--- config.mk ---
export PLATFORM = sky130hd
export DESIGN_NAME = nubus_slot_master_flat
export DESIGN_NICKNAME = d
export VERILOG_FILES = /design/src/rtl/nubus_slot_master_pkg.sv /design/src/rtl/nubus_slot_master_if.sv /design/src/rtl/nubus_slot_master_irq_sync.sv /design/src/rtl/nubus_slot_master.sv /design/src/flat_wrapper.sv
export SDC_FILE = /design/constraint.sdc
export NUM_CORES = 1
export LEC_CHECK = 0
export ABC_CLOCK_PERIOD_IN_PS = 4700
export BUFFER_PORTS_ARGS = -buffer_cell sky130_fd_sc_hd__buf_2
export CAP_MARGIN = 20
export CORE_ASPECT_RATIO = 2
export CORE_MARGIN = 3
export CORE_UTILIZATION = 30
export DETAILED_ROUTE_END_ITERATION = 16
export SYNTH_ARGS = -nofsm -noshare
export SYNTH_HDL_FRONTEND = slang
export SYNTH_SLANG_ARGS = --single-unit
--- constraint.sdc ---
create_clock -name clk -period 4.7 [get_ports clk]
set_input_delay 0.235 -clock clk [delete_from_list [all_inputs] [get_ports clk]]
set_output_delay 0.235 -clock clk [all_outputs]
set_load 0.01 [all_outputs]
--- src/rtl/nubus_slot_master_pkg.sv ---
// Shared types and constants for the NuBus slot initiator.
package nubus_slot_master_pkg;

   typedef enum logic [1:0] {
      IDLE,
      DRIVE,
      RELEASE
   } state_e;

   localparam logic [3:0]  SLOT_SPACE_PREFIX = 4'hF;
   localparam int unsigned DEFAULT_TIMEOUT   = 1024;

   function automatic logic [31:0] slot_addr(input logic [3:0] slot, input logic [23:0] offset);
      return {SLOT_SPACE_PREFIX, slot, offset};
   endfunction

endpackage

--- src/rtl/nubus_slot_master_if.sv ---
// CPU-side request/response and card-side select/ack signals for one slot.
interface nubus_slot_master_if;

   logic        cpu_req;
   logic        cpu_rw_n;
   logic [1:0]  cpu_uds_lds;
   logic [23:0] cpu_addr;
   logic [15:0] cpu_wdata;
   logic [15:0] cpu_rdata;
   logic        cpu_done;
   logic        cpu_berr;
   logic        cpu_busy;

   logic [31:0] nb_addr;
   logic [15:0] nb_wdata;
   logic [15:0] nb_rdata;
   logic [1:0]  nb_uds_lds;
   logic        nb_rw_n;
   logic        nb_select;
   logic        nb_ack_n;
   logic        nb_nmrq_n;

   logic        slot_irq;
   logic        slot_irq_rise;

   modport master (
      input  cpu_req, cpu_rw_n, cpu_uds_lds, cpu_addr, cpu_wdata,
      input  nb_rdata, nb_ack_n, nb_nmrq_n,
      output cpu_rdata, cpu_done, cpu_berr, cpu_busy,
      output nb_addr, nb_wdata, nb_uds_lds, nb_rw_n, nb_select,
      output slot_irq, slot_irq_rise
   );

   modport slave (
      output cpu_req, cpu_rw_n, cpu_uds_lds, cpu_addr, cpu_wdata,
      output nb_rdata, nb_ack_n, nb_nmrq_n,
      input  cpu_rdata, cpu_done, cpu_berr, cpu_busy,
      input  nb_addr, nb_wdata, nb_uds_lds, nb_rw_n, nb_select,
      input  slot_irq, slot_irq_rise
   );

endinterface

--- src/rtl/nubus_slot_master_irq_sync.sv ---
// Two-flop synchroniser for a card's nmrq_n, with registered active-high level and rise pulse.
module nubus_irq_sync (
   input  logic clk_i,
   input  logic reset_i,
   input  logic nmrq_n_i,
   output logic irq_o,
   output logic irq_rise_o
);

   logic sync1_q;
   logic sync2_q;
   logic irq_q;
   logic irq_rise_q;
   logic irq_d;

   assign irq_d = ~sync2_q;

   always_ff @(posedge clk_i) begin
      if (reset_i) begin
         sync1_q    <= 1'b1;
         sync2_q    <= 1'b1;
         irq_q      <= 1'b0;
         irq_rise_q <= 1'b0;
      end else begin
         sync1_q    <= nmrq_n_i;
         sync2_q    <= sync1_q;
         irq_q      <= irq_d;
         irq_rise_q <= irq_d & ~irq_q;
      end
   end

   assign irq_o      = irq_q;
   assign irq_rise_o = irq_rise_q;

endmodule

--- src/rtl/nubus_slot_master.sv ---
// Host-side NuBus slot initiator: turns a single CPU slot-space access into a
// select/ack_n handshake with one card, with ack timeout and interrupt sync.
module nubus_slot_master
   import nubus_slot_master_pkg::*;
#(
   parameter logic [3:0]  SLOT_ID = 4'h9,
   parameter int unsigned TIMEOUT = DEFAULT_TIMEOUT
) (
   input logic                  clk,
   input logic                  reset,
   nubus_slot_master_if.master  bus
);

   localparam logic [15:0] CNT_LAST = 16'(TIMEOUT - 1);

   state_e      state_q;
   logic [15:0] cnt_q;
   logic [31:0] nb_addr_q;
   logic [15:0] nb_wdata_q;
   logic [1:0]  nb_uds_lds_q;
   logic        nb_rw_n_q;
   logic        nb_select_q;
   logic [15:0] cpu_rdata_q;
   logic        cpu_done_q;
   logic        cpu_berr_q;
   logic        cpu_busy_q;
   logic        irq;
   logic        irq_rise;

   always_ff @(posedge clk) begin
      cpu_done_q <= 1'b0;
      cpu_berr_q <= 1'b0;
      if (reset) begin
         state_q      <= IDLE;
         cnt_q        <= '0;
         nb_addr_q    <= '0;
         nb_wdata_q   <= '0;
         nb_uds_lds_q <= '0;
         nb_rw_n_q    <= 1'b1;
         nb_select_q  <= 1'b0;
         cpu_rdata_q  <= '0;
         cpu_busy_q   <= 1'b0;
      end else begin
         case (state_q)
            IDLE: begin
               if (bus.cpu_req && bus.nb_ack_n) begin
                  nb_addr_q    <= slot_addr(SLOT_ID, bus.cpu_addr);
                  nb_wdata_q   <= bus.cpu_wdata;
                  nb_uds_lds_q <= bus.cpu_uds_lds;
                  nb_rw_n_q    <= bus.cpu_rw_n;
                  nb_select_q  <= 1'b1;
                  cpu_busy_q   <= 1'b1;
                  cnt_q        <= '0;
                  state_q      <= DRIVE;
               end
            end
            DRIVE: begin
               // Ack is tested first so it wins over a coincident timeout.
               if (!bus.nb_ack_n) begin
                  if (nb_rw_n_q) cpu_rdata_q <= bus.nb_rdata;
                  cpu_done_q  <= 1'b1;
                  nb_select_q <= 1'b0;
                  cnt_q       <= '0;
                  state_q     <= RELEASE;
               end else if (cnt_q == CNT_LAST) begin
                  cpu_berr_q  <= 1'b1;
                  nb_select_q <= 1'b0;
                  cnt_q       <= '0;
                  state_q     <= RELEASE;
               end else begin
                  cnt_q <= cnt_q + 16'd1;
               end
            end
            RELEASE: begin
               if (bus.nb_ack_n || cnt_q == CNT_LAST) begin
                  cpu_busy_q <= 1'b0;
                  cnt_q      <= '0;
                  state_q    <= IDLE;
               end else begin
                  cnt_q <= cnt_q + 16'd1;
               end
            end
            default: state_q <= IDLE;
         endcase
      end
   end

   nubus_irq_sync u_irq_sync (
      .clk_i      (clk),
      .reset_i    (reset),
      .nmrq_n_i   (bus.nb_nmrq_n),
      .irq_o      (irq),
      .irq_rise_o (irq_rise)
   );

   assign bus.nb_addr       = nb_addr_q;
   assign bus.nb_wdata      = nb_wdata_q;
   assign bus.nb_uds_lds    = nb_uds_lds_q;
   assign bus.nb_rw_n       = nb_rw_n_q;
   assign bus.nb_select     = nb_select_q;
   assign bus.cpu_rdata     = cpu_rdata_q;
   assign bus.cpu_done      = cpu_done_q;
   assign bus.cpu_berr      = cpu_berr_q;
   assign bus.cpu_busy      = cpu_busy_q;
   assign bus.slot_irq      = irq;
   assign bus.slot_irq_rise = irq_rise;

endmodule

--- src/flat_wrapper.sv ---
// flat-port wrapper written by rule: the top's interface ports become plain ports
module nubus_slot_master_flat import nubus_slot_master_pkg::*;
#(
   parameter logic [3:0]  SLOT_ID = 4'h9,
   parameter int unsigned TIMEOUT = DEFAULT_TIMEOUT
)
  (clk, reset, bus_cpu_req, bus_cpu_rw_n, bus_cpu_uds_lds, bus_cpu_addr, bus_cpu_wdata, bus_nb_rdata, bus_nb_ack_n, bus_nb_nmrq_n, bus_cpu_rdata, bus_cpu_done, bus_cpu_berr, bus_cpu_busy, bus_nb_addr, bus_nb_wdata, bus_nb_uds_lds, bus_nb_rw_n, bus_nb_select, bus_slot_irq, bus_slot_irq_rise);
  nubus_slot_master_if bus_i ();
  input logic clk;
  input logic reset;
  input wire logic [$bits(bus_i.cpu_req)-1:0] bus_cpu_req;
  input wire logic [$bits(bus_i.cpu_rw_n)-1:0] bus_cpu_rw_n;
  input wire logic [$bits(bus_i.cpu_uds_lds)-1:0] bus_cpu_uds_lds;
  input wire logic [$bits(bus_i.cpu_addr)-1:0] bus_cpu_addr;
  input wire logic [$bits(bus_i.cpu_wdata)-1:0] bus_cpu_wdata;
  input wire logic [$bits(bus_i.nb_rdata)-1:0] bus_nb_rdata;
  input wire logic [$bits(bus_i.nb_ack_n)-1:0] bus_nb_ack_n;
  input wire logic [$bits(bus_i.nb_nmrq_n)-1:0] bus_nb_nmrq_n;
  output wire logic [$bits(bus_i.cpu_rdata)-1:0] bus_cpu_rdata;
  output wire logic [$bits(bus_i.cpu_done)-1:0] bus_cpu_done;
  output wire logic [$bits(bus_i.cpu_berr)-1:0] bus_cpu_berr;
  output wire logic [$bits(bus_i.cpu_busy)-1:0] bus_cpu_busy;
  output wire logic [$bits(bus_i.nb_addr)-1:0] bus_nb_addr;
  output wire logic [$bits(bus_i.nb_wdata)-1:0] bus_nb_wdata;
  output wire logic [$bits(bus_i.nb_uds_lds)-1:0] bus_nb_uds_lds;
  output wire logic [$bits(bus_i.nb_rw_n)-1:0] bus_nb_rw_n;
  output wire logic [$bits(bus_i.nb_select)-1:0] bus_nb_select;
  output wire logic [$bits(bus_i.slot_irq)-1:0] bus_slot_irq;
  output wire logic [$bits(bus_i.slot_irq_rise)-1:0] bus_slot_irq_rise;
  assign bus_i.cpu_req = bus_cpu_req;
  assign bus_i.cpu_rw_n = bus_cpu_rw_n;
  assign bus_i.cpu_uds_lds = bus_cpu_uds_lds;
  assign bus_i.cpu_addr = bus_cpu_addr;
  assign bus_i.cpu_wdata = bus_cpu_wdata;
  assign bus_i.nb_rdata = bus_nb_rdata;
  assign bus_i.nb_ack_n = bus_nb_ack_n;
  assign bus_i.nb_nmrq_n = bus_nb_nmrq_n;
  assign bus_cpu_rdata = bus_i.cpu_rdata;
  assign bus_cpu_done = bus_i.cpu_done;
  assign bus_cpu_berr = bus_i.cpu_berr;
  assign bus_cpu_busy = bus_i.cpu_busy;
  assign bus_nb_addr = bus_i.nb_addr;
  assign bus_nb_wdata = bus_i.nb_wdata;
  assign bus_nb_uds_lds = bus_i.nb_uds_lds;
  assign bus_nb_rw_n = bus_i.nb_rw_n;
  assign bus_nb_select = bus_i.nb_select;
  assign bus_slot_irq = bus_i.slot_irq;
  assign bus_slot_irq_rise = bus_i.slot_irq_rise;
  nubus_slot_master #(.SLOT_ID(SLOT_ID), .TIMEOUT(TIMEOUT)) u_core (.clk(clk), .reset(reset), .bus(bus_i));
endmodule
Word-level counts from Yosys, hierarchy flattened --
Cells that the tools add are included.
Storage, ports and cells: bits in registers 86, word-level logic and storage cells 59
Cells by class: equality and inequality tests 6, bitwise logic cells 5, reduce and logical (&&, ||, !) cells 14, multiplexer cells 18, add/subtract/negate cells 1
Operators with widths (count):
- 16-bit 2-to-1 mux | 4
- 16-bit one-hot mux with 3 select lines | 1
- 16-bit by 1-bit adder with 16-bit output (second input constant) | 1
- 16-bit by 10-bit equality test with 1-bit output (second input constant) | 1
- 3-bit AND reduction | 4
- 2-bit 2-to-1 mux | 4
- 1-bit 2-to-1 mux | 6
- 2-bit one-hot mux with 3 select lines | 1
- 2-bit by 1-bit inequality test with 1-bit output (second input constant) | 2
- 1-bit inverter | 4
- 1-bit one-hot mux with 2 select lines | 2
- 2-bit AND reduction | 2
- 2-bit nonzero test | 2
- 3-bit by 2-bit inequality test with 1-bit output (second input constant) | 1
- 3-bit nonzero test | 1
- 3-bit OR reduction | 1
- 2-bit by 1-bit equality test with 1-bit output (second input constant) | 1
- 2-bit equality test (second input constant) | 1
- 2-bit zero test | 1
- 2-bit OR reduction | 1
- 1-bit AND | 1
- 1-bit logical AND | 1
- 1-bit logical OR | 1

Depth between registers and ports, before layout --
depth in word-level cells 4, gate-level depth with buffers 9, mapped depth without buffers 7

Modules after synthesis --
From an unflattened synthesis, not the netlist that was laid out.
Second synthesis, totals: cell total of the unflattened synthesis 448, area total of the unflattened synthesis 3558.4 µm²
Modules (own cells, without submodules):
- nubus_slot_master | cells an instance 440, area an instance 3457.1 µm², seq. area each 1641.6 µm², times used 1
- nubus_irq_sync | cells an instance 8, area an instance 101.3 µm², seq. area each 80.1 µm², times used 1

Least setup slack after synthesis --
Ideal clock, no wire load.
path kind reg-to-reg, start point reg u_core.state_q[0], end point reg u_core.cnt_q[2], stages on the path, launching flop included 8, clock period less this slack 1.789 ns, slack 2.911 ns, data arrival time 1.715 ns, data required time 4.626 ns, cell sequence dfxtp_1 -> inv_1 -> ha_1 -> o32ai_2 -> nand3_2 -> buf_6 -> or3b_1 -> a31oi_1
On the way: cells in the longest elaborated chain, start to end 3
RTL lines:
- start: declaration | line nubus_slot_master.sv:16 | state_e state_q;
- start signal: assignment | line nubus_slot_master.sv:34 | state_q <= IDLE;
- start signal: assignment | line nubus_slot_master.sv:54 | state_q <= DRIVE;
- start signal: assignment | line nubus_slot_master.sv:64 | state_q <= RELEASE;
- 2-bit by 1-bit equality test with 1-bit output, or another cell as far along | line nubus_slot_master.sv:44 | case (state_q)
- 3-bit nonzero test (no source line) / 2-bit by 1-bit inequality test with 1-bit output (equally long branches)
- 2-bit AND reduction (no source line)
- end signal: assignment | line nubus_slot_master.sv:71 | cnt_q <= cnt_q + 16'd1;
- end signal: assignment | line nubus_slot_master.sv:80 | cnt_q <= cnt_q + 16'd1;
- end: declaration | line nubus_slot_master.sv:17 | logic [15:0] cnt_q;
Several ways; a longest one is shown, not always the timed one. A chain may end at the register's enable or synchronous reset.

Final worst setup path --
start point reg u_core.state_q[0], end point reg u_core.cnt_q[15]
The elaborated chain is that of the path after synthesis.

==> run summary <==
Number of global-route vias before repair: 3242
Worst-path maximum fanout: 46
Clock Skews: 0.00742 ns
Routed wl met3: 548 um
Cell at the root of the clock tree: sky130_fd_sc_hd__clkbuf_16
Combinational family with the most area after synthesis: simple AND/OR/NAND/NOR gates
Required time of the worst setup path: 4.91 ns
Ratio of total power to cell area: 444 nW/um2
Share of post-route cells with drive strength above 1: 30.0%
Crit share post-route: 59.7%
Post-synthesis instance total: 428
Slew @ Worst Pin: 0.905 ns
Worst-case clock buffer depth: 2
Worst setup EP type: flop
WP data arrival: 3.02 ns
Critical-path cell with the highest stage delay: sky130_fd_sc_hd__nand3_2
Share of synthesized area occupied by flip-flops and latches: 49.8%
Die Area: 12900 um2
Finished layout cell area: 4430 um2
Result of the run: finished clean
Synthesized flop and latch total: 86
Share of the synthesized netlist area taken by xor and xnor gates: 0.760%
Area share of fa/ha/maj cells after synthesis: 1.81%
Maximum number of pins on one net before global-route repair: 58
Routed wire length per instance: 13.6 um
Number of antenna violations at the first check in global routing: 0
Synthesized-area fraction occupied by and/or/nand/nor cells: 27.3%
Global-route wire length before repair: 14600 um
Number of diodes: 0
Top cells by area, synth: sky130_fd_sc_hd__dfxtp_1 50%, sky130_fd_sc_hd__nand2_1 15%, sky130_fd_sc_hd__a21oi_1 9.6%
Final setup violation count: 0
Accumulated negative setup slack: 0 ns
Max Transition Viols Final: 0
Detail-routed via count per cell: 4.78
Remaining global-route overflow: 0
Violation count after the first detailed-route iteration: 107
Startpoint Class: flop
Total of max-cap violations: 0
Crit Path Category: reg2reg
Nets: 611
Highest Clock Rate: 357 MHz
# clock sinks: 86
Cell area after synthesis: 3460 um2
Cell variety after synth: 44
Initial Utilization: 31.2%
CTS Hold Bufs: 0
Routed wire length: 9310 um
Row cnt: 54
Residual DRC count: 0
Detail Placement HPWL: 6870 um
Inserted Clock Buffers: 9
GP Congestion: 0.825
Post-layout minimum cycle time: 2.80 ns
Boundary pin count: 137
Top layer reached by signal wires: met4
Router iterations before antenna repair: 4
Die outline height: 158 um
Clock-pin slew on the worst setup and hold paths: 0.07 ns
Series of cell instances along the critical path: inv_1 -> ha_1 -> nand3_2 -> o21a_1 -> nor4_1 -> xnor2_1 -> nor2_1
Area growth from synthesis to final layout: 28.1%
Main synth FF type: sky130_fd_sc_hd__dfxtp_1
Largest area contributor in the netlist: sky130_fd_sc_hd__dfxtp_1
Mapped Avg Cell Area: 8.08 um2
Final hold violations: 0
Share of the synthesized area in the top cell type: 49.8%
Portion of netlist area occupied by mux cells: 1.23%
Resized cells post-CTS: 0
Count of vias placed by the detailed router: 3284
Floorplan die width: 81.9 um
Count of port buffers added during placement: 134
Yosys warning count: 0
Final antenna-violating net count: 0
IR drop worst, VDD: 0.205 mV
Area fraction in compound gates after synthesis: 13.6%
Maximum level of the CTS H-tree: 3
Placed instance area: 4150 um2
FFs w/ async S/R, synth: 0%
Post-CTS setup buffers: 0
Worst hold path class: in2reg
Lkg Pwr: 0.00191 uW
Max-slew headroom: 39.6%
Clock latency of the later-clocked register in the worst-skew pair: 0.33 ns
Fill count: 1179
Commonest non-fill, non-tap cell in the layout: sky130_fd_sc_hd__nand2_1
Top library cells by usage in the layout, fill and taps aside: 137 x sky130_fd_sc_hd__nand2_1, 134 x sky130_fd_sc_hd__buf_2, 86 x sky130_fd_sc_hd__dfxtp_1, 66 x sky130_fd_sc_hd__a21oi_1
Detailed-route wire length on metal 1: 3350 um
Floorplan core area: 11100 um2
Count of flip-flops with a built-in enable after synthesis: 0
RSZ-0062 raised after global routing: false
Detailed route wirelength on metal2: 5100 um
Gr usage total: 14.6%
CTS tree: built
Maximum cell stage delay along the critical path: 0.74 ns
## per-layer routing
metal  vias to the layer above  GRT usage [%]
met3                        20           3.36
met2                       116           26.7
li1                       1656              -
met4                         0           9.35
met5                         -              0
met1                      1492           14.1
## power by group
| part | switching, uW | total (uW) | leakage [uW] | internal [uW] |
|---|---|---|---|---|
| Sequential | 38.3 | 840 | 0.000699 | 801 |
| Combinational | 293 | 458 | 0.00108 | 165 |
| Clock | 304 | 668 | 0.000138 | 365 |
## synthesized netlist by cell type (2+ instances only)
master,instances
sky130_fd_sc_hd__nand2_1,137
sky130_fd_sc_hd__nor3_1,4
sky130_fd_sc_hd__mux2i_1,2
sky130_fd_sc_hd__mux2_2,2
sky130_fd_sc_hd__nand3_1,12
sky130_fd_sc_hd__a31oi_1,6
sky130_fd_sc_hd__and4_1,3
sky130_fd_sc_hd__o21ai_0,6
sky130_fd_sc_hd__xnor2_1,3
sky130_fd_sc_hd__dfxtp_1,86
sky130_fd_sc_hd__nor4_1,2
sky130_fd_sc_hd__nor2b_1,2
sky130_fd_sc_hd__or3_1,9
sky130_fd_sc_hd__buf_6,2
sky130_fd_sc_hd__nand3_2,2
sky130_fd_sc_hd__and3_1,5
sky130_fd_sc_hd__nor3b_1,2
sky130_fd_sc_hd__ha_1,5
sky130_fd_sc_hd__or2_2,2
sky130_fd_sc_hd__nand3b_1,3
sky130_fd_sc_hd__nor2_1,12
sky130_fd_sc_hd__clkbuf_1,22
sky130_fd_sc_hd__nand4_1,2
sky130_fd_sc_hd__buf_2,3
sky130_fd_sc_hd__a21oi_1,66
sky130_fd_sc_hd__buf_4,7
sky130_fd_sc_hd__inv_1,4
## path summary, 6_finish.rpt
kind,endpoint,slack [ns],cells past startpoint,from
setup / recovery,u_core.cnt_q[15],1.90,7,u_core.state_q[0]
hold / removal,u_core.u_irq_sync.sync1_q,0.08,2,bus_nb_nmrq_n
setup reg to reg,u_core.cnt_q[15],1.90,7,u_core.state_q[0]
hold reg to reg,u_core.u_irq_sync.irq_o,0.41,1,u_core.u_irq_sync.sync2_q
## worst max-delay path, delay by kind of cell (launching register included)
kind | cells | cell delay [ns]
simple gates | 3 | 1.21
compound gates | 1 | 0.57
flops | 1 | 0.32
fa+ha+maj | 1 | 0.31
xor+xnor | 1 | 0.17
buf+inv | 1 | 0.11
## registers in the layout, summed over array words and instances (netlist names)
register                      count
u_core.bus.cpu_berr               1
u_core.bus.cpu_busy               1
u_core.bus.cpu_done               1
u_core.bus.cpu_rdata             16
u_core.bus.nb_addr               25
u_core.bus.nb_rw_n                1
u_core.bus.nb_select              1
u_core.bus.nb_uds_lds             2
u_core.bus.nb_wdata              16
u_core.cnt_q                     16
u_core.state_q                    2
u_core.u_irq_sync.irq_o           1
u_core.u_irq_sync.irq_rise_o      1
u_core.u_irq_sync.sync1_q         1
u_core.u_irq_sync.sync2_q         1
## per-stage QoR
stage	setup slack [ns]	hold WS, ns	power, uW	util (%)	instances
2_1_floorplan	2.91	0.339	1160	-	429
3_3_place_gp	1.96	0.391	1310	37.4	671
3_5_place_dp	1.85	0.398	1320	37.4	671
4_1_cts	1.84	0.0739	2000	40.0	687
5_1_grt	1.61	0.0684	2090	40.0	687
6_report	1.90	0.0847	1970	40.0	687
## area by class of cell
type | instances | area, um2 | area share (%)
clock buffers | 9 | 225 | 5.08
clock inverters | 7 | 55.1 | 1.24
inverters | 4 | 15.0 | 0.339
multi-input cells | 305 | 1550 | 35.0
flip-flops and latches | 86 | 1720 | 38.9
well taps | 140 | 175 | 3.95
repair buffers | 136 | 686 | 15.5
## cell families after synthesis
kind of cell	count (synthesis)
simple gates	205
compound gates	86
flops	86
buf+inv	38
fa+ha+maj	5
mux	4
xor+xnor	3
other cells	1
Power figures use the tool's default switching activity.
